`config.mk`:
```
export PLATFORM = sky130hd
export DESIGN_NAME = trencadis_burst_controller
export DESIGN_NICKNAME = d
export VERILOG_FILES = /design/src/rtl/trencadis_burst_pkg.sv /design/src/rtl/trencadis_burst_controller.sv
export SDC_FILE = /design/constraint.sdc
export NUM_CORES = 1
export LEC_CHECK = 0
export ABC_AREA = 1
export CELL_PAD_IN_SITES_DETAIL_PLACEMENT = 1
export CELL_PAD_IN_SITES_GLOBAL_PLACEMENT = 2
export CORE_MARGIN = 5
export CORE_UTILIZATION = 28
export CTS_BUF_LIST = sky130_fd_sc_hd__clkbuf_16
export DETAILED_ROUTE_END_ITERATION = 12
export PLACE_DENSITY = 0.83
export SKIP_CTS_REPAIR_TIMING = 1
export SLEW_MARGIN = 20
export SYNTH_ARGS = -nofsm -noshare
export SYNTH_HDL_FRONTEND = slang
export SYNTH_SLANG_ARGS = --single-unit
```
`constraint.sdc`:
```
create_clock -name clk_i -period 1.5 [get_ports clk_i]
set_input_delay 0.375 -clock clk_i [delete_from_list [all_inputs] [get_ports clk_i]]
set_output_delay 0.375 -clock clk_i [all_outputs]
set_load 0.02 [all_outputs]
```
`src/rtl/trencadis_burst_pkg.sv`:
```
// Shared types for the trencadis burst controller: FSM state and run mode.
package trencadis_burst_pkg;

  typedef enum logic [1:0] {
    IDLE  = 2'd0,
    RUN   = 2'd1,
    DRAIN = 2'd2
  } state_e;

  typedef enum logic {
    BURST      = 1'b0,
    CONTINUOUS = 1'b1
  } mode_e;

endpackage

```
`src/rtl/trencadis_burst_controller.sv`:
```
// Periodic tick generator with finite/continuous bursts and a saturating
// pending-event counter drained through a valid/ready event port.
module trencadis_burst_controller
  import trencadis_burst_pkg::*;
#(
  parameter int SIZE    = 8,
  parameter int BURST_W = 8,
  parameter int PEND_W  = 4
) (
  input  logic               clk_i,
  input  logic               rst_i,
  input  logic               start_i,
  input  logic               stop_i,
  input  logic               mode_i,
  input  logic [SIZE-1:0]    period_i,
  input  logic [BURST_W-1:0] burst_len_i,
  input  logic               evt_ready_i,
  output logic               evt_valid_o,
  output logic               tick_o,
  output logic               busy_o,
  output logic               done_o,
  output logic               err_o,
  output logic               overflow_o,
  output logic [BURST_W-1:0] tick_count_o,
  output logic [1:0]         state_o
);

  // Event handshake: an event transfers on a rising edge where evt_valid_o
  // and evt_ready_i are both high; evt_valid_o depends only on pending state.
  localparam logic [SIZE-1:0]    CNT_ONE  = {{(SIZE-1){1'b0}}, 1'b1};
  localparam logic [BURST_W-1:0] TC_ONE   = {{(BURST_W-1){1'b0}}, 1'b1};
  localparam logic [PEND_W-1:0]  PEND_ONE = {{(PEND_W-1){1'b0}}, 1'b1};
  localparam logic [PEND_W-1:0]  PEND_MAX = {PEND_W{1'b1}};

  state_e             state_q, state_d;
  mode_e              mode_q, mode_d;
  logic [SIZE-1:0]    period_q, period_d;
  logic [BURST_W-1:0] blen_q, blen_d;
  logic [SIZE-1:0]    cnt_q, cnt_d;
  logic [BURST_W-1:0] tc_q, tc_d;
  logic [PEND_W-1:0]  pend_q, pend_d;
  logic               ovf_q, ovf_d;
  logic               tick_q, tick_d;
  logic               done_q, done_d;
  logic               err_q, err_d;

  logic               accept;
  logic               tick_fire;
  logic [BURST_W-1:0] tc_next;

  always_comb begin
    state_d   = state_q;
    mode_d    = mode_q;
    period_d  = period_q;
    blen_d    = blen_q;
    cnt_d     = cnt_q;
    tc_d      = tc_q;
    pend_d    = pend_q;
    ovf_d     = ovf_q;
    tick_d    = 1'b0;
    done_d    = 1'b0;
    err_d     = 1'b0;
    tick_fire = 1'b0;
    accept    = (pend_q != '0) && evt_ready_i;
    tc_next   = tc_q + TC_ONE;

    case (state_q)
      IDLE: begin
        if (start_i) begin
          if ((period_i == '0) || ((mode_i == BURST) && (burst_len_i == '0))) begin
            err_d = 1'b1;
          end else begin
            mode_d   = mode_e'(mode_i);
            period_d = period_i;
            blen_d   = burst_len_i;
            cnt_d    = '0;
            tc_d     = '0;
            ovf_d    = 1'b0;
            state_d  = RUN;
          end
        end
      end
      RUN: begin
        // An abort wins over a tick landing on the same edge.
        if (stop_i) begin
          cnt_d   = '0;
          state_d = DRAIN;
        end else if (cnt_q == period_q) begin
          cnt_d     = '0;
          tick_fire = 1'b1;
          tc_d      = tc_next;
          if ((mode_q == BURST) && (tc_next == blen_q)) begin
            state_d = DRAIN;
          end
        end else begin
          cnt_d = cnt_q + CNT_ONE;
        end
      end
      DRAIN: ;
      default: state_d = IDLE;
    endcase

    if (tick_fire && !accept) begin
      if (pend_q == PEND_MAX) begin
        ovf_d = 1'b1;
      end else begin
        pend_d = pend_q + PEND_ONE;
      end
    end else if (!tick_fire && accept) begin
      pend_d = pend_q - PEND_ONE;
    end
    tick_d = tick_fire;

    if ((state_q == DRAIN) && (pend_d == '0)) begin
      state_d = IDLE;
      done_d  = 1'b1;
    end
  end

  always_ff @(posedge clk_i or posedge rst_i) begin
    if (rst_i) begin
      state_q  <= IDLE;
      mode_q   <= BURST;
      period_q <= '0;
      blen_q   <= '0;
      cnt_q    <= '0;
      tc_q     <= '0;
      pend_q   <= '0;
      ovf_q    <= 1'b0;
      tick_q   <= 1'b0;
      done_q   <= 1'b0;
      err_q    <= 1'b0;
    end else begin
      state_q  <= state_d;
      mode_q   <= mode_d;
      period_q <= period_d;
      blen_q   <= blen_d;
      cnt_q    <= cnt_d;
      tc_q     <= tc_d;
      pend_q   <= pend_d;
      ovf_q    <= ovf_d;
      tick_q   <= tick_d;
      done_q   <= done_d;
      err_q    <= err_d;
    end
  end

  assign evt_valid_o  = (pend_q != '0);
  assign tick_o       = tick_q;
  assign busy_o       = (state_q != IDLE);
  assign done_o       = done_q;
  assign err_o        = err_q;
  assign overflow_o   = ovf_q;
  assign tick_count_o = tc_q;
  assign state_o      = state_q;

endmodule
```
== After elaboration in Yosys (flattened, before gate mapping) ==
Cells that the tools add are included.
Storage, ports and cells
  flip-flop bits (word level): 43
  input bits: 22
  word-level logic and storage cells: 82
  output and inout bits: 16
Operators by class
  muxes and demuxes: 30
  $add $sub $neg: 4
  reduce and logical (&&, ||, !) cells: 20
  bitwise gates (word level): 3
  equality and inequality tests: 14
Operators with widths (number)
  8-bit two-way mux: 6
  8-bit one-hot mux with 2 select lines: 2
  8-bit by 1-bit adder with 8-bit output, second input constant: 2
  8-bit == test: 2
  8-bit zero test: 2
  1-bit two-way mux: 12
  2-bit two-way mux: 6
  4-bit two-way mux: 3
  5-bit AND reduction: 2
  2-bit inequality test, second input constant: 4
  4-bit inequality test, second input constant: 2
  1-bit logical AND: 6
  3-bit inequality test, second input constant: 2
  2-bit one-hot mux with 3 select lines: 1
  3-bit AND reduction: 2
  4-bit by 1-bit adder with 4-bit output, second input constant: 1
  4-bit == test, second input constant: 1
  4-bit zero test: 1
  2-bit nonzero test: 2
  4-bit nonzero test: 1
  4-bit by 1-bit subtractor with 4-bit output, second input constant: 1
  1-bit inverter: 3
  2-bit by 1-bit == test with 1-bit output, second input constant: 1
  2-bit == test, second input constant: 1
  4 further kinds: 5

== Depth between registers and ports, before layout ==
Gate-level depths: netlist (run 1).
  depth in word-level cells: 12
  depth in mapped cells: 15
  depth with buffers taken out: 15

== Worst setup path after synthesis (run 1) ==
OpenSTA, ideal clock, no wires.
  path kind: register to register
  start point: register pend_q[0]
  end point: register state_q[1], in the netlist state_o[1]
  clock period less this slack: 1787 ps
  required time: 1376 ps
  path buffers: 0
  library setup time: 124 ps
  setup slack: -287 ps
  stages on the path, launching flop included: 15
  arrival: 1663 ps
  cells stage by stage: dfrtp_1 inv_1 ha_1 nand2_1 inv_2 nand2_1 nand2_2 inv_2 nand2_1 nand2_1 nand2_1 a21oi_2 nand2_2 nand2_2 a21oi_2
Between the ends
  cells in the longest elaborated chain, start to end: 9
RTL lines
  start, declared: line trencadis_burst_controller.sv:41  | logic [PEND_W-1:0] pend_q, pend_d;
  start signal, assigned: line trencadis_burst_controller.sv:140  | pend_q <= pend_d;
  4-bit nonzero test *
  net evt_valid_o: line trencadis_burst_controller.sv:18  | output logic evt_valid_o,
  1-bit logical AND *: line trencadis_burst_controller.sv:64  | accept = (pend_q != '0) && evt_ready_i;
  1-bit logical AND or 1-bit zero test (tied branches): line trencadis_burst_controller.sv:109, trencadis_burst_controller.sv:103
  4-bit two-way mux or 1-bit logical AND (tied branches): line trencadis_burst_controller.sv:109, trencadis_burst_controller.sv:103
  4-bit two-way mux *: line trencadis_burst_controller.sv:103  | if (tick_fire && !accept) begin
  4-bit zero test *: line trencadis_burst_controller.sv:114  | if ((state_q == DRAIN) && (pend_d == '0)) begin
  1-bit logical AND *: line trencadis_burst_controller.sv:114
  4-bit inequality test (no line), or another cell as far along
  5-bit AND reduction (no line)
  end signal, assigned: line trencadis_burst_controller.sv:134  | state_q <= state_d;
  end, declared: line trencadis_burst_controller.sv:35  | state_e state_q, state_d;
The timed path passes the listed nets; every way through them passes the cells marked *.
A chain may end at the register's enable or synchronous reset.

== Worst setup path after layout (run 1) ==
  start point: register cnt_q[1]
  end point: register state_q[1], in the netlist state_o[1]
Between the ends
  cells in the longest elaborated chain, start to end: 12
RTL lines
  start, declared: line trencadis_burst_controller.sv:39  | logic [SIZE-1:0] cnt_q, cnt_d;
  start signal, assigned: line trencadis_burst_controller.sv:138  | cnt_q <= cnt_d;
  8-bit == test *: line trencadis_burst_controller.sv:88  | end else if (cnt_q == period_q) begin
  1-bit two-way mux: line trencadis_burst_controller.sv:88
  1-bit two-way mux: line trencadis_burst_controller.sv:85  | if (stop_i) begin
  1-bit two-way mux: line trencadis_burst_controller.sv:67  | case (state_q)
  1-bit zero test: line trencadis_burst_controller.sv:109  | end else if (!tick_fire && accept) begin
  1-bit logical AND: line trencadis_burst_controller.sv:109
  4-bit two-way mux: line trencadis_burst_controller.sv:109
  4-bit two-way mux: line trencadis_burst_controller.sv:103
  4-bit zero test: line trencadis_burst_controller.sv:114
  1-bit logical AND: line trencadis_burst_controller.sv:114
  4-bit inequality test (no line), or another cell as far along
  5-bit AND reduction (no line)
Mark *: on every way between the ends. The rest lies on a longest branch, timed or not.

==> results of run 1 <==
[path summary, 6_finish.rpt]
check	start	endpoint	slack, ps	cells past startpoint
max reg2reg	cnt_q[1]$_DFFE_PP0P_	state_o[1]$_DFFE_PP0P_	-260	14
max in group asynchronous	rst_i	state_o[0]$_DFFE_PP0P_	830	3
min reg2reg	overflow_o$_DFF_PP0_	overflow_o$_DFF_PP0_	500	2
min	period_i[2]	period_q[2]$_DFFE_PP0P_	360	3
min in group asynchronous	rst_i	period_q[2]$_DFFE_PP0P_	430	3
max	cnt_q[1]$_DFFE_PP0P_	state_o[1]$_DFFE_PP0P_	-260	14
[tightest hold or removal path, delay by kind of cell]
family	cells	cell delay [ps]
AO/OA/AOI/OAI	1	60
buffers and inverters	1	110
AND/OR/NAND/NOR	1	60
[kinds of logic (layout without fill, tap and decap cells)]
family,Yosys count,after routing,synth area share (%)
AND/OR/NAND/NOR,175,175,33.0
buffers and inverters,48,159,7.45
flip-flops,43,43,43.6
AO/OA/AOI/OAI,38,38,8.67
XOR/XNOR,14,14,5.27
adder cells (fa/ha/maj),4,4,2.03
[cell usage after synthesis (all sizes together)]
| cell type | number |
|---|---|
| nand2 | 121 |
| dfrtp | 43 |
| inv | 43 |
| nor2 | 21 |
| o21ai | 20 |
| nand3 | 18 |
| a21oi | 9 |
| xnor2 | 7 |
| xor2 | 7 |
| nand4 | 6 |
| nor3 | 6 |
| o22ai | 6 |
| ha | 4 |
| buf | 3 |
| nor4 | 3 |
| clkbuf | 2 |
| a21o | 1 |
| a32oi | 1 |
| o21a | 1 |
[state kept, by name (all words and copies together) (netlist names), 2 cells and up]
register,cells
blen_q,8
cnt_q,8
pend_q,4
period_q,8
state_o,2
tick_count_o,8
[per-layer routing]
metal | GRT usage, % | up-vias | routed length [um]
met5 | 0 | - | 0
met4 | 2.78 | 0 | 64
met3 | 2.55 | 5 | 163
met2 | 24.1 | 26 | 4010
met1 | 16.4 | 1203 | 3290
li1 | - | 1237 | -
[power groups by stage]
stage / Clock, mW / Combinational (mW) / Sequential (mW)
after global routing: 1.19 / 3.62 / 1.79
after global placement: 0 / 2.72 / 1.74
after floorplan: 0 / 1.56 / 1.79
final: 1.12 / 3.26 / 1.75
after CTS: 1.15 / 2.83 / 1.73
after detailed placement: 0 / 2.81 / 1.75
[layout make-up]
| class | count | area, um^2 | area share, % |
|---|---|---|---|
| inverters | 43 | 161 | 4.01 |
| clock inverters | 3 | 23.8 | 0.590 |
| flip-flops and latches | 43 | 1080 | 26.8 |
| multi-input cells | 231 | 1480 | 36.7 |
| repair buffers | 108 | 1020 | 25.4 |
| well taps | 108 | 135 | 3.36 |
| clock buffers | 5 | 125 | 3.11 |
[stage by stage]
step                area [um^2]  TNS [ps]
finish                     4030     -2250
global route               4030     -5160
CTS                        3640    -20030
detailed placement         3500    -28660
global placement           3500    -27310
floorplan                  2510      -298
==> key figures, run 1 <==
Routing
  – Vias per cell: 4.57
  – Drt wl/cell: 13.9 um
  – Initial drt markers: 38
  – Detailed Route WL: 7530 um
  – Drt pass-1 iters: 4
  – Drc violations: 0
  – Post-route ant nets: 0
  – DR vias: 2471

Clock network
  – CTS max path bufs: 2
  – H-tree depth: 2
  – Clock sink count: 43
  – Clk Latency, worst-skew pair: 290 ps
  – Clk slew on worst S/H paths: 60 ps
  – Clock root cell: clkbuf_16
  – CTS Buf Count: 5
  – CTS tree: yes

Timing
  – Relative slew slack: 79.4%
  – Hold_ws: 358 ps
  – Fin crit period: 1760 ps
  – Final Setup Violations: 22
  – Fmax: 568 MHz
  – RSZ-0062 raised after global routing: true
  – Slew @ Worst Pin: 307 ps
  – Final max-slew violation count: 0
  – Clk_skew: 5.95 ps
  – Final Hold Fails: 0
  – Setup ws final: -261 ps
  – Tcrit/Tclk final: 117%

Place
  – Placer Congestion: 0.814
  – Dpl cells: 525
  – IO buf count: 37
  – HPWL Detailed: 5550 um
  – Place WS: -930 ps

Final layout
  – Most frequent cells in the layout: nand2_1 (97), buf_4 (65), dfrtp_1 (39)
  – Share of cells above drive strength 1: 40.0%
  – Most common cell after layout, fill and taps aside: nand2_1
  – Fin cells: 541
  – Number of fillers in the final layout: 1030
  – Layout net count: 458
  – Layout Area Growth over Synthesis: 63.1%
  – ANT cells: 0
  – Final core utilization: 46.6%

Setup path
  – Crit-path max cell delay: 420 ps
  – Worst path top cell family by delay: simple AND/OR/NAND/NOR gates
  – WP data required: 1710 ps
  – Worst path slowest cell: dfrtp_1
  – CP most frequent cell: nand2_1
  – CP Capture Type: flop
  – WP buf/inv: 3
  – Critical path fanouts, max: 3
  – Kind of critical path: reg2reg
  – Critical path, cell by cell: inv_2, nand2_1, nand2_1, nand2_2, inv_2, nand2_2, nor2_4, buf_6, nand3_4, nor3_2, nand3_1, nand2_1, nand2_1, a21oi_2
  – Critical Path Start Type: flop
  – Critical path arrival: 1970 ps

Die
  – Die height: 104 um
  – Die X: 104 um
  – Die area: 0.0108 mm^2
  – Ports: 38
  – Placeable Area: 0.00864 mm^2
  – Site Rows: 34
  – Initial core utilization: 28.6%

Run
  – Max-Cap Viols: 0

Power and ir drop
  – P_int: 3.61 mW
  – Switching Share: 41.2%
  – PnR Total Power: 6.13 mW
  – Psw: 2.52 mW
  – Peak supply drop: 0.000566 V
  – Reported leakage power: 2.23 nW
  – PwrDens: 1520 mW/mm^2
  – Reg power frac: 28.5%
  – Combinational share of power: 53.3%
  – Clock network power share: 18.2%

Synth
  – Post-synth top area share: 43.6%
  – #FFs+latches synth: 43
  – Synth warn: 0
  – Sequential fraction of the synthesis area: 43.6%
  – Mapped Area: 0.00247 mm^2
  – Synth area leaders: dfrtp_1 (44%), nand2_1 (17%), inv_1 (4.9%)
  – Syn Area/Cell: 7.67 um^2
  – Syn nets: 348
  – Synth unique cells: 31
  – Syn Inst Count: 322
  – Area leader, netlist: dfrtp_1

Global routing
  – Vias in the first global route: 2604
  – Congestion Overflow GR: 0
  – GRT Resource Usage Total: 13.3%
  – Pin count of the biggest net entering global routing: 44
  – First-pass GRT wire length: 12100 um
  – Initial antenna violation count: 0

Outcome
  – Failing checks: negative setup slack
  – Status: finished with violations

Min path
  – Hold WC Path Type: in2reg
No activity file was read; power rests on OpenSTA's default activity.
==> inputs of run 2 (changes only) <==
Settings changed: CAP_MARGIN set to 25.
==> results of run 2 <==
Final layout, timing and power as in run 1 (identical DEF).
